## config.mk

```make
export PLATFORM = sky130hd
export DESIGN_NAME = alu_issue_stage
export DESIGN_NICKNAME = d
export VERILOG_FILES = /design/src/rtl/alu_pkg.sv /design/src/rtl/alu_fwd_mux.sv /design/src/rtl/alu_issue_stage.sv
export SDC_FILE = /design/constraint.sdc
export NUM_CORES = 1
export LEC_CHECK = 0
export CAP_MARGIN = 10
export CORE_ASPECT_RATIO = 0.8
export CORE_UTILIZATION = 33
export CTS_BUF_LIST = sky130_fd_sc_hd__clkbuf_2
export CTS_CLUSTER_DIAMETER = 80
export DETAILED_ROUTE_END_ITERATION = 7
export GPL_ROUTABILITY_DRIVEN = 1
export GPL_TIMING_DRIVEN = 0
export PLACE_DENSITY = 0.8
export SYNTH_ARGS = -nofsm -noshare
export SYNTH_HDL_FRONTEND = slang
export SYNTH_SLANG_ARGS = --single-unit
```

## constraint.sdc

```tcl
create_clock -name i_clk -period 2 [get_ports i_clk]
set_input_delay 0.3 -clock i_clk [delete_from_list [all_inputs] [get_ports i_clk]]
set_output_delay 0.3 -clock i_clk [all_outputs]
set_load 0.02 [all_outputs]
```

## src/rtl/alu_pkg.sv

```systemverilog
// Shared ALU definitions: opcode constants, default widths, issue-stage states.
package alu_pkg;

    localparam int DEF_DATA_WIDTH = 32;
    localparam int DEF_REG_ADDR_W = 5;

    localparam logic [3:0] ALU_ADD = 4'b0000;
    localparam logic [3:0] ALU_SUB = 4'b0001;
    localparam logic [3:0] ALU_AND = 4'b0010;
    localparam logic [3:0] ALU_OR  = 4'b0011;
    localparam logic [3:0] ALU_XOR = 4'b0100;
    localparam logic [3:0] ALU_SLT = 4'b0101;

    typedef enum logic {
        ST_EMPTY = 1'b0,
        ST_FULL  = 1'b1
    } issue_state_e;

endpackage

```

## src/rtl/alu_fwd_mux.sv

```systemverilog
// Operand select for one source register: x0, EX result, MEM result, regfile.
// With ALU_ISSUE_FWD_EN undefined the mux collapses to the regfile data.
module alu_fwd_mux
    import alu_pkg::*;
#(
    parameter int DATA_WIDTH = DEF_DATA_WIDTH,
    parameter int REG_ADDR_W = DEF_REG_ADDR_W
) (
    input  logic [REG_ADDR_W-1:0] i_addr,
    input  logic [DATA_WIDTH-1:0] i_rf_data,
    input  logic                  i_ex_we,
    input  logic [REG_ADDR_W-1:0] i_ex_rd,
    input  logic                  i_ex_is_load,
    input  logic [DATA_WIDTH-1:0] i_ex_data,
    input  logic                  i_mem_we,
    input  logic [REG_ADDR_W-1:0] i_mem_rd,
    input  logic [DATA_WIDTH-1:0] i_mem_data,
    output logic [DATA_WIDTH-1:0] o_data
);

`ifdef ALU_ISSUE_FWD_EN
    // Priority select; a load in EX has no data yet, so it never forwards here.
    always_comb begin
        o_data = i_rf_data;
        if (i_addr == '0) begin
            o_data = '0;
        end else if (i_ex_we && !i_ex_is_load && (i_ex_rd == i_addr)) begin
            o_data = i_ex_data;
        end else if (i_mem_we && (i_mem_rd == i_addr)) begin
            o_data = i_mem_data;
        end
    end
`else
    logic unused_fwd;

    assign o_data     = i_rf_data;
    assign unused_fwd = ^{i_addr, i_ex_we, i_ex_rd, i_ex_is_load, i_ex_data,
                          i_mem_we, i_mem_rd, i_mem_data};
`endif

endmodule

```

## src/rtl/alu_issue_stage.sv

```systemverilog
// Execute-issue register in front of the ALU: valid/ready intake, operand
// resolution, load-use bubble insertion and a saturating stall counter.
// Optional macro ALU_ISSUE_FWD_EN enables EX/MEM forwarding; without it every
// pending EX/MEM write to a used source stalls instead.
module alu_issue_stage
    import alu_pkg::*;
#(
    parameter int DATA_WIDTH  = DEF_DATA_WIDTH,
    parameter int REG_ADDR_W  = DEF_REG_ADDR_W,
    parameter int STALL_CNT_W = 16
) (
    input  logic                   i_clk,
    input  logic                   i_rst_n,
    input  logic                   i_valid,
    output logic                   o_ready,
    input  logic [REG_ADDR_W-1:0]  i_rs1_addr,
    input  logic [REG_ADDR_W-1:0]  i_rs2_addr,
    input  logic [DATA_WIDTH-1:0]  i_rs1_data,
    input  logic [DATA_WIDTH-1:0]  i_rs2_data,
    input  logic [DATA_WIDTH-1:0]  i_imm,
    input  logic                   i_use_imm,
    input  logic [3:0]             i_aluctr,
    input  logic [REG_ADDR_W-1:0]  i_rd_addr,
    input  logic                   i_rd_we,
    input  logic                   i_ex_we,
    input  logic [REG_ADDR_W-1:0]  i_ex_rd,
    input  logic [DATA_WIDTH-1:0]  i_ex_data,
    input  logic                   i_ex_is_load,
    input  logic                   i_mem_we,
    input  logic [REG_ADDR_W-1:0]  i_mem_rd,
    input  logic [DATA_WIDTH-1:0]  i_mem_data,
    input  logic                   i_flush,
    input  logic                   i_ready,
    output logic                   o_valid,
    output logic [DATA_WIDTH-1:0]  o_a,
    output logic [DATA_WIDTH-1:0]  o_b,
    output logic [3:0]             o_aluctr,
    output logic [REG_ADDR_W-1:0]  o_rd_addr,
    output logic                   o_rd_we,
    output logic [STALL_CNT_W-1:0] o_stall_cnt
);

    function automatic logic [STALL_CNT_W-1:0] sat_inc(input logic [STALL_CNT_W-1:0] v);
        if (&v) begin
            return v;
        end
        return v + {{(STALL_CNT_W-1){1'b0}}, 1'b1};
    endfunction

    issue_state_e            state_p1, state_nxt;
    logic [DATA_WIDTH-1:0]   a_p0, rs2_p0, b_p0;
    logic [DATA_WIDTH-1:0]   a_p1, b_p1;
    logic [3:0]              op_p1;
    logic [REG_ADDR_W-1:0]   rd_p1;
    logic                    we_p1;
    logic                    vld_p1;
    logic [STALL_CNT_W-1:0]  stall_cnt_p1;
    logic                    ex_hit1, ex_hit2;
    logic                    hazard;
    logic                    accept;

    // ---- stage 0: hazard detection and operand resolution ----
    assign ex_hit1 = i_ex_we && (i_ex_rd != '0) && (i_ex_rd == i_rs1_addr);
    assign ex_hit2 = i_ex_we && (i_ex_rd != '0) && !i_use_imm && (i_ex_rd == i_rs2_addr);

`ifdef ALU_ISSUE_FWD_EN
    assign hazard = i_valid && i_ex_is_load && (ex_hit1 || ex_hit2);
`else
    logic mem_hit1, mem_hit2;

    assign mem_hit1 = i_mem_we && (i_mem_rd != '0) && (i_mem_rd == i_rs1_addr);
    assign mem_hit2 = i_mem_we && (i_mem_rd != '0) && !i_use_imm && (i_mem_rd == i_rs2_addr);
    assign hazard   = i_valid && (ex_hit1 || ex_hit2 || mem_hit1 || mem_hit2);
`endif

    assign vld_p1  = (state_p1 == ST_FULL);
    assign o_ready = !i_flush && !hazard && (!vld_p1 || i_ready);
    assign accept  = i_valid && o_ready;

    alu_fwd_mux #(
        .DATA_WIDTH (DATA_WIDTH),
        .REG_ADDR_W (REG_ADDR_W)
    ) u_fwd_rs1 (
        .i_addr       (i_rs1_addr),
        .i_rf_data    (i_rs1_data),
        .i_ex_we      (i_ex_we),
        .i_ex_rd      (i_ex_rd),
        .i_ex_is_load (i_ex_is_load),
        .i_ex_data    (i_ex_data),
        .i_mem_we     (i_mem_we),
        .i_mem_rd     (i_mem_rd),
        .i_mem_data   (i_mem_data),
        .o_data       (a_p0)
    );

    alu_fwd_mux #(
        .DATA_WIDTH (DATA_WIDTH),
        .REG_ADDR_W (REG_ADDR_W)
    ) u_fwd_rs2 (
        .i_addr       (i_rs2_addr),
        .i_rf_data    (i_rs2_data),
        .i_ex_we      (i_ex_we),
        .i_ex_rd      (i_ex_rd),
        .i_ex_is_load (i_ex_is_load),
        .i_ex_data    (i_ex_data),
        .i_mem_we     (i_mem_we),
        .i_mem_rd     (i_mem_rd),
        .i_mem_data   (i_mem_data),
        .o_data       (rs2_p0)
    );

    assign b_p0 = i_use_imm ? i_imm : rs2_p0;

    // ---- stage 1: issue register facing the ALU ----
    // State register: EMPTY/FULL occupancy of the issue slot.
    always_ff @(posedge i_clk or negedge i_rst_n) begin
        if (!i_rst_n) begin
            state_p1 <= ST_EMPTY;
        end else begin
            state_p1 <= state_nxt;
        end
    end

    // Next state: flush empties, accept fills, a drain with no refill empties.
    always_comb begin
        state_nxt = state_p1;
        if (i_flush) begin
            state_nxt = ST_EMPTY;
        end else if (accept) begin
            state_nxt = ST_FULL;
        end else if (vld_p1 && i_ready) begin
            state_nxt = ST_EMPTY;
        end
    end

    // Payload: loads on accept, otherwise holds so outputs stay stable under backpressure.
    always_ff @(posedge i_clk or negedge i_rst_n) begin
        if (!i_rst_n) begin
            a_p1  <= '0;
            b_p1  <= '0;
            op_p1 <= ALU_ADD;
            rd_p1 <= '0;
            we_p1 <= 1'b0;
        end else if (i_flush) begin
            we_p1 <= 1'b0;
        end else if (accept) begin
            a_p1  <= a_p0;
            b_p1  <= b_p0;
            op_p1 <= i_aluctr;
            rd_p1 <= i_rd_addr;
            we_p1 <= i_rd_we;
        end
    end

    // Stall counter: one count per bubble cycle, pinned at all-ones.
    always_ff @(posedge i_clk or negedge i_rst_n) begin
        if (!i_rst_n) begin
            stall_cnt_p1 <= '0;
        end else if (hazard) begin
            stall_cnt_p1 <= sat_inc(stall_cnt_p1);
        end
    end

    assign o_valid     = vld_p1;
    assign o_a         = a_p1;
    assign o_b         = b_p1;
    assign o_aluctr    = op_p1;
    assign o_rd_addr   = rd_p1;
    assign o_rd_we     = we_p1;
    assign o_stall_cnt = stall_cnt_p1;

endmodule
```

Yosys cells after proc, flatten, opt, wreduce, memory -nomap -nowiden
Cells that the tools add are included.
{ "op_classes": {"add_sub_neg": 1, "bitwise": 1, "n_eq_ne": 5, "n_mux": 9, "n_reduce_logical": 28} }
{ "op_table": {"columns": ["op", "count"], "rows": [
  ["32-bit 2-to-1 mux", 1],
  ["5-bit == test", 4],
  ["16-bit by 1-bit adder with 16-bit output, second input constant", 1],
  ["16-bit 2-to-1 mux", 1],
  ["16-bit AND reduction", 1],
  ["1-bit logical AND", 13],
  ["5-bit nonzero test", 2],
  ["1-bit 2-to-1 mux", 7],
  ["1-bit logical NOT", 4],
  ["1-bit logical OR", 4],
  ["2-bit AND reduction", 2],
  ["3-bit nonzero test", 1],
  ["2-bit != test, second input constant", 1],
  ["2-bit nonzero test", 1],
  ["1-bit NOT", 1]
]} }
{ "word_totals": {"wordCells": 51, "reg_bits": 91} }

Depth between registers and ports, before layout
Gate-level depths: netlist (run 1).
{ "logic_depth": {"depth_word": 14, "ltp_mapped": 8, "mapped_depth_nobuf": 7} }

Hierarchy
A second synthesis (run 1) with hierarchy kept.
{ "unflattened": {"hier_cells": 406, "area_unflattened_um2": 4659.5} }
{ "by_module_without_submodules": {"columns": ["module", "area_per_inst_um2", "cells_per_inst", "instances", "seq_area_each_um2"], "rows": [
  ["alu_issue_stage", 4179.0, 342, 1, 2277.2],
  ["alu_fwd_mux", 240.2, 32, 2, 0.0]
]} }

Worst setup path before layout (run 1)
OpenSTA, ideal clock, no wires.
{ "synth_path": {"path_kind": "register to register", "from": "reg stall_cnt_p1[0] (netlist: o_stall_cnt[0])", "to": "reg stall_cnt_p1[1] (netlist: o_stall_cnt[1])", "setup_slack_ps": 5, "path_buffers": 1, "setup_ps": 128, "arrival_ps": 1867, "stages_incl_launch_ff": 8, "cell_sequence": "dfrtp_1 -> ha_1 -> nand4_1 -> nor4_1 -> or3_1 -> o22a_1 -> buf_4 -> mux2_1"} }
{ "synth_between": {"elab_chain_cells": 5} }
{ "synth_rtl": {"columns": ["item", "line", "rtl"], "rows": [
  ["start, declared", "alu_issue_stage.sv:57", "logic [STALL_CNT_W-1:0] stall_cnt_p1;"],
  ["start signal, assigned", "alu_issue_stage.sv:160", "stall_cnt_p1 <= sat_inc(stall_cnt_p1);"],
  ["parallel branches: the longest is 5 deep, another holds 16-bit by 1-bit adder with 16-bit output", null, null]
]} }
Several ways; the timed one is not identified. The select of a mux whose other input is x is not followed.
A chain may end at the register's enable or synchronous reset.

Worst setup path in the final report (run 1)
{ "layout_path": {"from": "reg stall_cnt_p1[1] (netlist: o_stall_cnt[1])", "to": "reg stall_cnt_p1[13] (netlist: o_stall_cnt[13])"} }
Same word-level chain as after synthesis.

==> flow_summary_export.csv, run 1 <==
group,metric,value,unit
cells_and_area,final_common_cell,"clkdlybuf4s50_1",
route,dr.pass1.iters,4,
cells_and_area,drive_above_1_share,11.7,%
run,drv_cap,0,
power_and_ir_drop,p_leak,3.19,nW
clock_tree,h-tree-depth,3,
grt,grt_pass1_wl,18.1,mm
synth,synth_top_area_cell,"dfrtp_1",
synth,synth_fa_ha_area_share,0.304,%
grt,grt_util_all_layers,18.1,%
power_and_ir_drop,max-vdd-ir-drop,0.000404,V
cells_and_area,final_area,7060,µm²
synth,syn_nets,545,
sta,tns,-53.9,ps
route,routed_wl,11.8,mm
power_and_ir_drop,swShare,32.2,%
grt,grt_pass1_vias,3614,
route,ant_nets,0,
floorplan,initial_utilization,33.8,%
power_and_ir_drop,seqPwrFrac,43.3,%
setup_path,end_kind,"flip-flop",
setup_path,r2r_cells,8,
route,wl_per_cell,15.6,µm
synth,synth_top_cells_by_area,"dfrtp_1 55%, mux2_1 11%, mux2i_1 8.0%",
setup_path,startpoint,"o_stall_cnt[1]",
hold_path,min_path_type,"input port to asynchronous set/reset pin",
grt,antenna_found_initial,0,
sta,setup_viol,4,
grt,busiest_layer,"met2",
synth,synth_top_family_by_area,"multiplexers",
cells_and_area,nets,803,
setup_path,worst_ep_arrival_time,2490,ps
clock_tree,cts-buffers-inserted,9,
grt,grt_util_met3,4.87,%
power_and_ir_drop,comb_power_share,37.3,%
clock_tree,cts_tree,"yes",
clock_tree,root_buffer,"clkbuf_2",
setup_path,critical_path_class,"flip-flop to flip-flop",
route,remaining_drc_errors,0,
setup_path,critical-path-max-stage-delay,450,ps
power_and_ir_drop,p_int,0.00366,W
setup_path,worstPathRequired,2440,ps
sta,fmax,0.490,GHz
synth,synth_seq_cells,91,
floorplan,die_x,127,µm
power_and_ir_drop,p_clk_share,19.4,%
sta,tightest_slew,935,ps
synth,syn_area,4110,µm²
sta,skew,19.1,ps
synth,yosysWarnings,0,
synth,synth_xor_area_share,7.24,%
route,drtIter0Drc,92,
clock_tree,path_clk_slew,250,ps
placement,gp_congestion,0.857,
power_and_ir_drop,power_density,764,nW/µm²
sta,final_max_slew_viol_count,0,
placement,io_buffers,224,
cells_and_area,num_antenna_cells,0,
grt,use_met1,21.3,%
cells_and_area,area_growth,71.7,%
setup_path,setup.worst_path.start_class,"flip-flop",
sta,finalCritPeriodShare,102,%
placement,placed_area,6570,µm²
power_and_ir_drop,power,0.00540,W
clock_tree,clock_latency,530,ps
sta,holdWs,257,ps
sta,relSlewSlack,37.7,%
floorplan,die_h,102,µm
floorplan,io_pins,291,
grt,grt_max_degree,52,
synth,yosys.area_share.simple,9.28,%
power_and_ir_drop,power.switching,0.00174,W
floorplan,dieArea,12900,µm²
floorplan,core_area,12200,µm²
status,violations,"setup timing",
synth,avgSynthCellArea,11.9,µm²
synth,synth_compound_area_share,5.66,%
synth,synthMuxAreaShare,19.8,%
cells_and_area,layout_common_cells,"192 x clkdlybuf4s50_1, 91 x dfrtp_1, 41 x mux2_1, 38 x nand2_1, 33 x mux2i_1",
setup_path,worst-path-max-fanout,7,
synth,synth.top_cell.area_share,55.4,%
sta,fin_crit,2040,ps
setup_path,timing.rr.start,"o_stall_cnt[1]",
sta,hold_violations,0,
setup_path,r2r_slack,-40,ps
synth,synth.distinct_cells,33,
grt,grt_util_met2,32.2,%
sta,layout_setup_ws,-41.2,ps
synth,synthCells,345,
setup_path,slowest_stage,"dfrtp_1",
status,status,"finished, violations left",
floorplan,row_count,36,
clock_tree,clock_sinks,91,
route,viasPerCell,4.73,
synth,yosysSeqAreaShare,55.4,%
clock_tree,clock_path_buffers,2,
setup_path,timing.rr.end,"o_stall_cnt[13]",
grt,gr-total-overflow,0,
sta,rsz0062_at_grt,"yes",
placement,hpwl,8.97,mm
setup_path,crit_end,"o_stall_cnt[13]",
route,vias,3589,
setup_path,crit_chain,"ha_2, nand4_1, nor4_2, or3_1, o22a_4, buf_8, nor3_2, xnor2_1",
==> cell usage after synthesis (all sizes together) <==
library cell,instances
or3,2
o22a,1
a21boi,1
and3,1
nor2b,1
inv,5
nand4,6
clkbuf,7
nor2,7
nor4,3
mux2,43
nand2b,2
o32a,2
dfrtp,91
nand2,38
nor3,6
ha,1
buf,9
or2,2
xnor2,23
mux2i,33
o22ai,1
nand3,10
o21ai,35
and2,1
o221ai,1
xor2,11
or4,2
==> worst min path at each step <==
stage             from  endpoint  slack [ps]
2_1_floorplan  i_rst_n    o_a[0]           4
3_3_place_gp   o_b[18]   o_b[18]         470
3_5_place_dp   i_rst_n   o_a[10]         310
4_1_cts        i_rst_n    o_a[0]         180
5_1_grt        i_rst_n    o_a[7]         210
6_report       i_rst_n    o_a[0]         260
==> through the flow <==
stage          worst slack (ps)  utilization (%)  instances
2_1_floorplan              5.13                -        345
3_3_place_gp              -2630             53.8        721
3_5_place_dp               -984             54.0        722
4_1_cts                   -15.0             56.9        754
5_1_grt                   -91.9             58.1        759
6_report                  -41.2             58.1        759
==> state kept, by name, indices dropped and copies added, names as in the netlist <==
register     cells
o_a             32
o_rd_addr        5
o_b             32
o_aluctr         4
o_valid          1
o_stall_cnt     16
o_rd_we          1
==> worst max-delay path, delay by kind of cell (launching register included) <==
kind	cells	cell delay, ps
buffers and inverters	1	150
adders and majority gates	1	190
AOI/OAI and AO/OA	1	290
and+or+nand+nor	4	710
xor gates and xnor gates	1	170
DFF	1	450
==> power groups by stage <==
stage	registers [W]	logic [W]	clock network (W)
floorplan	0.00279	0.000408	0
global placement	0.00237	0.00191	0
finish	0.00234	0.00201	0.00105
global route	0.00239	0.00214	0.00117
CTS	0.00235	0.00200	0.00110
detailed placement	0.00239	0.00195	0
==> logic make-up after synthesis <==
logic type,count (synthesis)
AOI/OAI and AO/OA,41
xor gates and xnor gates,34
adders and majority gates,1
buffers and inverters,21
DFF,91
muxes,76
and+or+nand+nor,81
==> per-layer routing <==
metal	part of all wire, %	up-vias	wire [µm]
met5	0	-	0
met4	2.0	0	242
met3	6.6	21	784
met2	48	152	5720
met1	43	1702	5090
li1	-	1714	-
==> cell type report <==
class	count	area, µm²
fill	1022	5100
timing repair buffer	247	2480
sequential	91	2280
multi-input combinational	233	1870
tap	152	190
buffer	16	92.6
clock inverter	5	86.3
clock buffer	10	50.0
inverter	5	18.8
==> repair_timing <==
action	4_1_cts	5_1_grt
endpoints found under the hold margin	40	0
hold buffers	1	0
resized for setup	44	27
pin swaps	16	10
setup endpoints to repair	95	38
gates cloned	0	1
setup buffers	16	4
Power figures use the tool's default switching activity.
==> inputs of run 2 (changes only) <==
- CAP_MARGIN: 10 -> default
- PLACE_DENSITY: 0.8 -> default
- PLACE_DENSITY_LB_ADDON: default -> 0.3
==> flow_summary_export.csv, run 2 (synthesis gave the netlist of run 1 again) <==
group,metric,value,unit
floorplan,die_x,127,µm
power_and_ir_drop,swShare,32.5,%
grt,grt_util_all_layers,17.9,%
power_and_ir_drop,comb_power_share,36.4,%
cells_and_area,nets,796,
clock_tree,clock_path_buffers,2,
sta,skew,13.2,ps
route,ant_nets,0,
setup_path,worstPathRequired,2460,ps
power_and_ir_drop,max-vdd-ir-drop,0.000331,V
placement,pre_cts_slack,-974,ps
status,status,"completed",
floorplan,io_pins,291,
sta,finalCritPeriodShare,98.8,%
floorplan,die_h,102,µm
setup_path,setup.worst_path.start_class,"flip-flop",
route,drtIter0Drc,93,
clock_tree,clock_sinks,91,
floorplan,dieArea,12900,µm²
route,wl_per_cell,15.6,µm
cells_and_area,num_antenna_cells,0,
grt,gr-total-overflow,0,
setup_path,end_kind,"flip-flop",
sta,tightest_slew,943,ps
sta,relSlewSlack,37.2,%
floorplan,row_count,36,
sta,hold_violations,0,
clock_tree,cts-buffers-inserted,9,
clock_tree,root_buffer,"clkbuf_2",
power_and_ir_drop,p_clk_share,19.9,%
setup_path,r2r_slack,20,ps
setup_path,worst-path-max-fanout,10,
run,drv_cap,0,
hold_path,min_path_type,"input port to asynchronous set/reset pin",
sta,fmax,0.506,GHz
clock_tree,clock_latency,550,ps
floorplan,initial_utilization,33.8,%
sta,rsz0062_at_grt,"yes",
cells_and_area,stdcell_count,753,
cells_and_area,area_growth,70.9,%
power_and_ir_drop,p_leak,3.52,nW
setup_path,r2r_cells,7,
route,vias,3595,
grt,grt_pass1_vias,3472,
sta,fin_crit,1980,ps
power_and_ir_drop,seqPwrFrac,43.7,%
cells_and_area,drive_above_1_share,11.8,%
grt,grt_max_degree,68,
route,routed_wl,11.7,mm
setup_path,critical_path_class,"flip-flop to flip-flop",
placement,hpwl,8.69,mm
power_and_ir_drop,power.switching,0.00174,W
clock_tree,cts_tree,"yes",
grt,grt_pass1_wl,17.6,mm
placement,io_buffers,224,
clock_tree,path_clk_slew,260,ps
power_and_ir_drop,p_int,0.00360,W
cells_and_area,layout_common_cells,"155 x clkdlybuf4s50_1, 87 x dfrtp_1, 46 x dlymetal6s2s_1, 42 x mux2_1, 38 x nand2_1",
setup_path,timing.rr.end,"o_stall_cnt[1]",
grt,antenna_found_initial,0,
placement,placedCellCount,722,
floorplan,core_area,12200,µm²
setup_path,timing.rr.start,"o_stall_cnt[0]",
cells_and_area,final_common_cell,"clkdlybuf4s50_1",
route,remaining_drc_errors,0,
sta,final_max_slew_viol_count,0,
sta,layout_setup_ws,23.0,ps
power_and_ir_drop,power_density,760,nW/µm²
route,viasPerCell,4.77,
sta,setup_viol,0,
setup_path,worst_ep_arrival_time,2440,ps
placement,gp_congestion,0.851,
route,dr.pass1.iters,4,
clock_tree,h-tree-depth,3,
-- run 2: changes by cell type in the layout (fill, tap and decap cells not counted), moves of 4 or more --
cell	delta
dlygate4sd2_1	-6
dlymetal6s2s_1	+36
dfrtp_1	-4
clkdlybuf4s50_1	-37
clkbuf_2	+4
buf_4	-4
dfrtp_2	+4
-- run 2: power by group through the flow --
stage	Sequential [W]	Combinational [W]	Clock (W)
after global routing	0.00238	0.00208	0.00120
after floorplan	0.00279	0.000408	0
after CTS	0.00234	0.00199	0.00111
after global placement	0.00237	0.00191	0
final	0.00233	0.00195	0.00106
after detailed placement	0.00239	0.00193	0
-- run 2: critical path: stages, from the launching register on --
cell and delay [ps]:
dfrtp_1 440, ha_2 200, nand4_1 120, nor4_2 60, or3_1 330, o22a_4 280
buf_8 170, mux2_1 300
-- run 2: area by class of cell --
| cell class | instances | area (µm²) |
|---|---|---|
| multi-input combinational | 233 | 1850 |
| timing repair buffer | 240 | 2460 |
| inverter | 5 | 18.8 |
| clock buffer | 10 | 50.0 |
| sequential | 91 | 2280 |
| clock inverter | 6 | 88.8 |
| tap | 152 | 190 |
| buffer | 16 | 87.6 |
| fill | 1020 | 5130 |
-- run 2: metrics by stage --
| stage | hold slack (ps) | instance area, µm² | util [%] | setup TNS [ps] | total power [W] |
|---|---|---|---|---|---|
| 6_report | 170 | 7030 | 57.8 | 0 | 0.00534 |
| 5_1_grt | 84.9 | 7030 | 57.8 | -288 | 0.00566 |
| 4_1_cts | 121 | 6890 | 56.6 | -36.4 | 0.00544 |
| 3_5_place_dp | 240 | 6570 | 54.0 | -70420 | 0.00432 |
| 3_3_place_gp | 464 | 6550 | 53.8 | -319000 | 0.00428 |
| 2_1_floorplan | 4.41 | 4110 | - | 0 | 0.00320 |
-- run 2: worst max path at each step --
stage	start	endpoint	slack [ps]	cells after the start
floorplan	o_stall_cnt[0]	o_stall_cnt[1]	5	7
global placement	i_rst_n	o_a[9]	-2750	1
detailed placement	i_mem_rd[1]	o_ready	-970	6
CTS	i_rs1_addr[0]	o_ready	-40	7
global route	o_stall_cnt[0]	o_stall_cnt[11]	-60	8
finish	o_stall_cnt[0]	o_stall_cnt[1]	20	7
-- run 2: what timing repair did --
item	4_1_cts	5_1_grt
setup buffers	13	1
endpoints found under the hold margin	81	0
pin swaps	7	15
setup endpoints to repair	98	72
gates resized for setup	51	65
hold buffers	1	0
-- run 2: per-layer routing --
layer	share of wire [%]	wire, µm	track usage (%)	vias to the layer above
met5	0	0	0	-
met4	1.4	163	6.41	0
met3	7.7	896	5.92	12
met2	47	5560	29.2	160
met1	44	5100	22.5	1718
li1	-	-	-	1705
